===== src/rtl/uart_time_report_pkg.sv =====
`default_nettype none
// ---------------------------------------------------------------------------
// uart_report_pkg : shared constants and FSM encoding for uart_time_report
// Rev 1.0
// ---------------------------------------------------------------------------
package uart_report_pkg;

  localparam logic [7:0] ASC_ZERO  = 8'h30;
  localparam logic [7:0] ASC_COLON = 8'h3A;
  localparam logic [7:0] ASC_DOT   = 8'h2E;
  localparam logic [7:0] ASC_CR    = 8'h0D;
  localparam logic [7:0] ASC_LF    = 8'h0A;

  localparam logic [3:0] LAST_IDX_CRLF = 4'd12;
  localparam logic [3:0] LAST_IDX_LF   = 4'd11;

  localparam logic [2:0] ST_IDLE      = 3'd0;
  localparam logic [2:0] ST_SNAP      = 3'd1;
  localparam logic [2:0] ST_SEND      = 3'd2;
  localparam logic [2:0] ST_WAIT_DONE = 3'd3;
  localparam logic [2:0] ST_NEXT      = 3'd4;

  typedef enum logic [2:0] {
    S_IDLE      = ST_IDLE,
    S_SNAP      = ST_SNAP,
    S_SEND      = ST_SEND,
    S_WAIT_DONE = ST_WAIT_DONE,
    S_NEXT      = ST_NEXT
  } state_t;

endpackage
`default_nettype wire


===== src/rtl/uart_time_report_if.sv =====
`default_nettype none
// ---------------------------------------------------------------------------
// uart_time_report_if : byte handshake between the report formatter and TX core
// Rev 1.0
// ---------------------------------------------------------------------------
interface uart_time_report_if;

  logic       tx_start;
  logic [7:0] tx_data;
  logic       tx_busy;
  logic       tx_done;

  modport master (output tx_start, output tx_data, input tx_busy, input tx_done);
  modport slave  (input tx_start, input tx_data, output tx_busy, output tx_done);

endinterface
`default_nettype wire


===== src/rtl/uart_time_report_bin2ascii2.sv =====
`default_nettype none
// ---------------------------------------------------------------------------
// bin2ascii2 : 0..99 value (larger values clamp to 99) to two ASCII digits
// Rev 1.0
// ---------------------------------------------------------------------------
module bin2ascii2 (
  input  wire  [6:0] i_val,
  output logic [7:0] o_tens,
  output logic [7:0] o_ones
);
  import uart_report_pkg::*;

  logic [7:0] w_val;
  logic [7:0] w_tens;

  assign w_val  = (i_val > 7'd99) ? 8'd99 : {1'b0, i_val};
  assign w_tens = w_val / 8'd10;
  assign o_tens = ASC_ZERO + w_tens;
  assign o_ones = ASC_ZERO + (w_val - w_tens * 8'd10);

endmodule
`default_nettype wire


===== src/rtl/uart_time_report.sv =====
`default_nettype none
// ---------------------------------------------------------------------------
// uart_time_report : streams a frozen time snapshot as "HH:MM:SS.CC" + EOL
// to a UART TX core. Optional macro UART_AUTO_REPORT_EN: request on sec change.
// Rev 1.0
// ---------------------------------------------------------------------------
module uart_time_report #(
  parameter int TERM_CRLF   = 1,
  parameter int TIMEOUT_CYC = 1_000_000
) (
  input  wire                clk,
  input  wire                rst_n,
  input  wire                i_report_req,
  input  wire                i_auto_en,
  input  wire  [6:0]         i_msec,
  input  wire  [5:0]         i_sec,
  input  wire  [5:0]         i_min,
  input  wire  [5:0]         i_hour,
  uart_time_report_if.master tx,
  output logic               o_busy,
  output logic               o_report_done,
  output logic               o_timeout_err
);
  import uart_report_pkg::*;

  localparam int               CNT_W    = $clog2(TIMEOUT_CYC + 1);
  localparam logic [CNT_W-1:0] CNT_LAST = CNT_W'(TIMEOUT_CYC - 1);
  localparam logic [3:0]       LAST_IDX = (TERM_CRLF != 0) ? LAST_IDX_CRLF : LAST_IDX_LF;

  state_t           r_state;
  logic             r_pending;
  logic             r_busy;
  logic             r_tx_start;
  logic [7:0]       r_tx_data;
  logic             r_report_done;
  logic             r_timeout_err;
  logic [3:0]       r_idx;
  logic [CNT_W-1:0] r_cnt;
  logic [5:0]       r_hour, r_min, r_sec;
  logic [6:0]       r_msec;

  logic             w_req;
  logic [7:0]       w_byte;
  logic [7:0]       w_hour_t, w_hour_o, w_min_t, w_min_o;
  logic [7:0]       w_sec_t, w_sec_o, w_msec_t, w_msec_o;

`ifdef UART_AUTO_REPORT_EN
  logic [5:0] r_sec_prev;

  always_ff @(posedge clk or negedge rst_n) begin
    if (!rst_n) r_sec_prev <= 6'd0;
    else        r_sec_prev <= i_sec;
  end

  assign w_req = i_report_req | (i_auto_en & (i_sec != r_sec_prev));
`else
  logic w_unused_auto;
  assign w_unused_auto = i_auto_en;
  assign w_req         = i_report_req;
`endif

  bin2ascii2 u_b2a_hour (.i_val({1'b0, r_hour}), .o_tens(w_hour_t), .o_ones(w_hour_o));
  bin2ascii2 u_b2a_min  (.i_val({1'b0, r_min}),  .o_tens(w_min_t),  .o_ones(w_min_o));
  bin2ascii2 u_b2a_sec  (.i_val({1'b0, r_sec}),  .o_tens(w_sec_t),  .o_ones(w_sec_o));
  bin2ascii2 u_b2a_msec (.i_val(r_msec),         .o_tens(w_msec_t), .o_ones(w_msec_o));

  always_comb begin
    w_byte = ASC_LF;
    case (r_idx)
      4'd0:    w_byte = w_hour_t;
      4'd1:    w_byte = w_hour_o;
      4'd2:    w_byte = ASC_COLON;
      4'd3:    w_byte = w_min_t;
      4'd4:    w_byte = w_min_o;
      4'd5:    w_byte = ASC_COLON;
      4'd6:    w_byte = w_sec_t;
      4'd7:    w_byte = w_sec_o;
      4'd8:    w_byte = ASC_DOT;
      4'd9:    w_byte = w_msec_t;
      4'd10:   w_byte = w_msec_o;
      4'd11:   w_byte = (TERM_CRLF != 0) ? ASC_CR : ASC_LF;
      default: w_byte = ASC_LF;
    endcase
  end

  always_ff @(posedge clk or negedge rst_n) begin
    if (!rst_n) begin
      r_state       <= S_IDLE;
      r_pending     <= 1'b0;
      r_busy        <= 1'b0;
      r_tx_start    <= 1'b0;
      r_tx_data     <= 8'd0;
      r_report_done <= 1'b0;
      r_timeout_err <= 1'b0;
      r_idx         <= 4'd0;
      r_cnt         <= '0;
      r_hour        <= 6'd0;
      r_min         <= 6'd0;
      r_sec         <= 6'd0;
      r_msec        <= 7'd0;
    end else begin
      r_tx_start    <= 1'b0;
      r_report_done <= 1'b0;
      r_timeout_err <= 1'b0;

      if (w_req && (r_state != S_IDLE)) r_pending <= 1'b1;

      case (r_state)
        S_IDLE: begin
          // Snapshot is taken on the request edge so later input changes never leak in
          if (w_req || r_pending) begin
            r_hour    <= i_hour;
            r_min     <= i_min;
            r_sec     <= i_sec;
            r_msec    <= i_msec;
            r_busy    <= 1'b1;
            r_idx     <= 4'd0;
            r_pending <= 1'b0;
            r_state   <= S_SNAP;
          end
        end
        S_SNAP, S_SEND: begin
          if (!tx.tx_busy) begin
            r_tx_start <= 1'b1;
            r_tx_data  <= w_byte;
            r_cnt      <= '0;
            r_state    <= S_WAIT_DONE;
          end else begin
            r_state    <= S_SEND;
          end
        end
        S_WAIT_DONE: begin
          if (tx.tx_done) begin
            r_state <= S_NEXT;
          end else if (r_cnt == CNT_LAST) begin
            r_timeout_err <= 1'b1;
            r_busy        <= 1'b0;
            r_pending     <= 1'b0;
            r_state       <= S_IDLE;
          end else begin
            r_cnt <= r_cnt + CNT_W'(1);
          end
        end
        S_NEXT: begin
          if (r_idx == LAST_IDX) begin
            r_report_done <= 1'b1;
            r_busy        <= 1'b0;
            r_state       <= S_IDLE;
          end else begin
            r_idx   <= r_idx + 4'd1;
            r_state <= S_SEND;
          end
        end
        default: r_state <= S_IDLE;
      endcase
    end
  end

  assign tx.tx_start   = r_tx_start;
  assign tx.tx_data    = r_tx_data;
  assign o_busy        = r_busy;
  assign o_report_done = r_report_done;
  assign o_timeout_err = r_timeout_err;

endmodule
`default_nettype wire

===== src/flat_wrapper.sv =====
// flat-port wrapper written by rule: the top's interface ports become plain ports
module uart_time_report_flat import uart_report_pkg::*;
#(
  parameter int TERM_CRLF   = 1,
  parameter int TIMEOUT_CYC = 1_000_000
)
  (clk, rst_n, i_report_req, i_auto_en, i_msec, i_sec, i_min, i_hour, o_busy, o_report_done, o_timeout_err, tx_tx_start, tx_tx_data, tx_tx_busy, tx_tx_done);
  uart_time_report_if tx_i ();
  input  wire clk;
  input  wire rst_n;
  input  wire i_report_req;
  input  wire i_auto_en;
  input  wire  [6:0] i_msec;
  input  wire  [5:0] i_sec;
  input  wire  [5:0] i_min;
  input  wire  [5:0] i_hour;
  output logic o_busy;
  output logic o_report_done;
  output logic o_timeout_err;
  output wire logic [$bits(tx_i.tx_start)-1:0] tx_tx_start;
  output wire logic [$bits(tx_i.tx_data)-1:0] tx_tx_data;
  input wire logic [$bits(tx_i.tx_busy)-1:0] tx_tx_busy;
  input wire logic [$bits(tx_i.tx_done)-1:0] tx_tx_done;
  assign tx_tx_start = tx_i.tx_start;
  assign tx_tx_data = tx_i.tx_data;
  assign tx_i.tx_busy = tx_tx_busy;
  assign tx_i.tx_done = tx_tx_done;
  uart_time_report #(.TERM_CRLF(TERM_CRLF), .TIMEOUT_CYC(TIMEOUT_CYC)) u_core (.clk(clk), .rst_n(rst_n), .i_report_req(i_report_req), .i_auto_en(i_auto_en), .i_msec(i_msec), .i_sec(i_sec), .i_min(i_min), .i_hour(i_hour), .tx(tx_i), .o_busy(o_busy), .o_report_done(o_report_done), .o_timeout_err(o_timeout_err));
endmodule

===== config.mk =====
export PLATFORM = sky130hd
export DESIGN_NAME = uart_time_report_flat
export DESIGN_NICKNAME = d
export VERILOG_FILES = /design/src/rtl/uart_time_report_pkg.sv /design/src/rtl/uart_time_report_if.sv /design/src/rtl/uart_time_report_bin2ascii2.sv /design/src/rtl/uart_time_report.sv /design/src/flat_wrapper.sv
export SDC_FILE = /design/constraint.sdc
export NUM_CORES = 1
export LEC_CHECK = 0
export ABC_AREA = 1
export CAP_MARGIN = 20
export CORE_UTILIZATION = 50
export CTS_CLUSTER_SIZE = 8
export DETAILED_ROUTE_END_ITERATION = 12
export MAX_ROUTING_LAYER = met4
export PLACE_DENSITY = 0.75
export SKIP_LAST_GASP = 1
export SYNTH_ARGS = -nofsm -noshare
export SYNTH_HDL_FRONTEND = slang
export SYNTH_HIERARCHICAL = 1
export SYNTH_SLANG_ARGS = --single-unit

===== constraint.sdc =====
create_clock -name clk -period 6.1 [get_ports clk]
set_input_delay 0.61 -clock clk [delete_from_list [all_inputs] [get_ports clk]]
set_output_delay 0.61 -clock clk [all_outputs]
set_load 0.1 [all_outputs]

==> tab_implementation.tex <==
\begin{tabular}{lr}
\hline
Metric & Value \\
\hline
\multicolumn{2}{l}{\textbf{Route}} \\
Total iterations of the first detailed-routing run & 5 \\
Total via count after detailed routing & 7520 \\
Number of DRC markers after the initial detailed-route iteration & 411 \\
Routed WL per cell & 11.9 µm \\
DRT antenna net count & 0 \\
Detailed Route WL & 18300 µm \\
DR vias/cell & 4.89 \\
Drc violations & 0 \\
\multicolumn{2}{l}{\textbf{Job}} \\
MaxCap Viol Count & 0 \\
\multicolumn{2}{l}{\textbf{Clock network}} \\
Number of buffers inserted for hold repair after clock tree synthesis & 0 \\
Clock tree root driver cell & clkbuf\_16 \\
Source-to-sink clock delay at the later pin of the worst-skew pair & 0.34 ns \\
Clock tree from TritonCTS & done \\
Max H-tree Level & 3 \\
Clk buf depth & 2 \\
Number of clock sinks & 65 \\
Clock-pin slew on the worst setup and hold paths & 0.06 ns \\
Num CTS Buffers & 9 \\
\multicolumn{2}{l}{\textbf{Logic synthesis}} \\
Gate count after technology mapping & 1261 \\
Flops \& latches, synth & 65 \\
Synth cell types & 41 \\
Post-Synthesis Cell Area & 0.00820 mm² \\
Sequential cell area fraction in the yosys report & 19.8\% \\
Syn. warnings & 6 \\
Mean instance size in the synthesized netlist & 6.51 µm² \\
\multicolumn{2}{l}{\textbf{Timing}} \\
Share of the cycle needed by the critical path after routing & 93.3\% \\
Final number of hold-violating endpoints & 0 \\
Fin Clk Skew & 0.00989 ns \\
\# setup viols final & 0 \\
Final-report max-slew violation count & 0 \\
Slew at the pin closest to its max-slew limit & 0.977 ns \\
Worst rel slew slack & 34.7\% \\
Final critical-path required period & 5.69 ns \\
Maximum operating frequency & 0.176 GHz \\
WHS & 0.469 ns \\
\multicolumn{2}{l}{\textbf{Floorplan}} \\
Height of the chip & 130 µm \\
Horiz. Die Dim & 130 µm \\
Starting utilization of the core area & 51.5\% \\
Core Region & 0.0159 mm² \\
Overall die area & 0.0169 mm² \\
I/O pin count & 43 \\
Cell row count & 46 \\
\multicolumn{2}{l}{\textbf{Cells and area}} \\
Sequential cell area & 0.00163 mm² \\
Final design utilization & 57.6\% \\
Fillcell total & 1510 \\
Net count reported at finish & 1429 \\
Synth-to-Final Area Change & 11.9\% \\
Multi-input logic area & 0.00565 mm² \\
Layout cells sized above 1 & 13.8\% \\
Diode count & 0 \\
\multicolumn{2}{l}{\textbf{Setup path}} \\
Max FO, Critical Path & 7 \\
Critical path type & reg2reg \\
Depth of the worst register-to-register path & 41 \\
R2R setup slack & 0.41 ns \\
Capturing element type of the critical path & register \\
CP peak stage delay & 0.48 ns \\
Startpoint type of the worst setup path & register \\
R2R Path Start & u\_core/r\_msec[3] \\
Critical path data required time & 6.32 ns \\
Cell at the slowest stage of the critical path & fa\_1 \\
Cell repeated most along the worst path & nand2\_1 \\
Critical path launch point & u\_core/r\_msec[3] \\
Worst Path Arrival & 5.91 ns \\
Reg-to-Reg End & u\_core/tx.tx\_data[7] \\
\multicolumn{2}{l}{\textbf{Global routing}} \\
Largest net degree at the start of global routing & 66 \\
Number of global-route vias before repair & 6856 \\
Leftover overflow at the end of global routing & 0 \\
Global-route wire length before repair & 30800 µm \\
Antenna violations before repair & 0 \\
Global Route Usage Sum & 23.4\% \\
\multicolumn{2}{l}{\textbf{Placement}} \\
HPWL after DPL & 14100 µm \\
IO Port Bufs & 41 \\
Placer's final routability congestion estimate & 0.909 \\
\multicolumn{2}{l}{\textbf{Worst hold path}} \\
Worst hold path type & in2async \\
\multicolumn{2}{l}{\textbf{Outcome}} \\
Outcome & finished clean \\
\hline
\end{tabular}
==> what timing repair did <==
action	CTS	global route
setup buffers	0	11
resized for setup	0	10
endpoints found under the hold margin	0	0
setup endpoints to repair	0	3
==> per-layer routing <==
layer / wire (µm) / global-route usage, %
met4: 414 / 7.80
met5: 0 / -
met1: 8750 / 30.1
met3: 456 / 2.46
met2: 8670 / 38.3
==> cells in the final DEF, fill, tap and decap left out, types with 24 or more instances in the layout <==
| cell type | instances |
|---|---|
| ha_1 | 71 |
| inv_1 | 196 |
| nand3_1 | 99 |
| o21ai_0 | 25 |
| a21oi_1 | 27 |
| nand2_2 | 32 |
| nand4_1 | 26 |
| nand2_1 | 379 |
| conb_1 | 31 |
| nor2_1 | 106 |
| dfrtp_1 | 62 |
| xor2_1 | 24 |
| clkdlybuf4s50_1 | 40 |
==> worst max-delay path: cells and delay by family (launching register included) <==
| family | cells | cell delay, ns |
|---|---|---|
| compound gates | 4 | 0.55 |
| xor+xnor | 2 | 0.27 |
| flops | 1 | 0.41 |
| simple gates | 22 | 2.15 |
| buf+inv | 6 | 0.36 |
| fa+ha+maj | 7 | 1.82 |
==> state kept, by name, summed over array words and instances, names as in the netlist, 3 cells and up <==
register / flops
u_core/r_hour: 6
u_core/r_idx: 4
u_core/r_min: 6
u_core/r_cnt: 20
u_core/r_msec: 7
u_core/r_sec: 6
u_core/r_state: 3
u_core/tx.tx_data: 8
==> cells in the mapped netlist, drive strengths merged <==
cell,number,area (µm²)
nand2,431,1840
inv,217,820
nor2,131,638
nand3,120,766
ha,73,913
dfrtp,65,1630
o21ai,45,282
a21oi,32,175
buf,28,193
nand4,26,163
xor2,24,210
xnor2,12,105
conb,9,33.8
fa,8,160
nor3,8,40.0
and2,7,43.8
o21bai,6,90.1
clkinv,5,22.5
clkbuf,4,15.0
or2,4,25.0
and3,3,18.8
a211oi,1,7.51
a31oi,1,6.26
nand3b,1,7.51
==> cell type report <==
cell class / count / area share (%)
sequential: 65 / 17.8
clock buffer: 10 / 2.49
inverter: 222 / 9.17
multi-input combinational: 964 / 61.6
clock inverter: 6 / 0.477
timing repair buffer: 55 / 5.56
tap: 216 / 2.94
==> per-stage QoR <==
stage | instances | cell area [µm²] | setup TNS (ns) | setup WS [ns]
2_1_floorplan | 1283 | 8290 | 0 | 0.681
3_3_place_gp | 1511 | 8780 | 0 | 0.311
3_5_place_dp | 1511 | 8780 | 0 | 0.176
4_1_cts | 1527 | 9050 | 0 | 0.138
5_1_grt | 1538 | 9180 | -0.0591 | -0.0591
6_report | 1538 | 9180 | 0 | 0.411
==> worst max-delay path by stage <==
stage / endpoint / slack, ns / cells past startpoint
floorplan: u_core/tx.tx_data[7] / 0.68 / 44
global placement: u_core/tx.tx_data[7] / 0.31 / 44
detailed placement: u_core/tx.tx_data[7] / 0.18 / 44
CTS: u_core/tx.tx_data[7] / 0.14 / 44
global route: u_core/tx.tx_data[7] / -0.06 / 44
finish: u_core/tx.tx_data[7] / 0.41 / 41
==> cells by family (layout without fill, tap and decap cells) <==
logic type / count (synthesis) / in the layout / share of synthesized area (%)
adders and majority gates: 81 / 81 / 13.1
buffers and inverters: 254 / 293 / 12.8
other: 9 / 31 / 0.412
xor gates and xnor gates: 36 / 36 / 3.84
DFF: 65 / 65 / 19.8
AOI/OAI and AO/OA: 85 / 85 / 6.83
and+or+nand+nor: 731 / 731 / 43.2
Power is not shown: default switching activity piles up to over one toggle a cycle in this logic, so the estimate is an artifact.
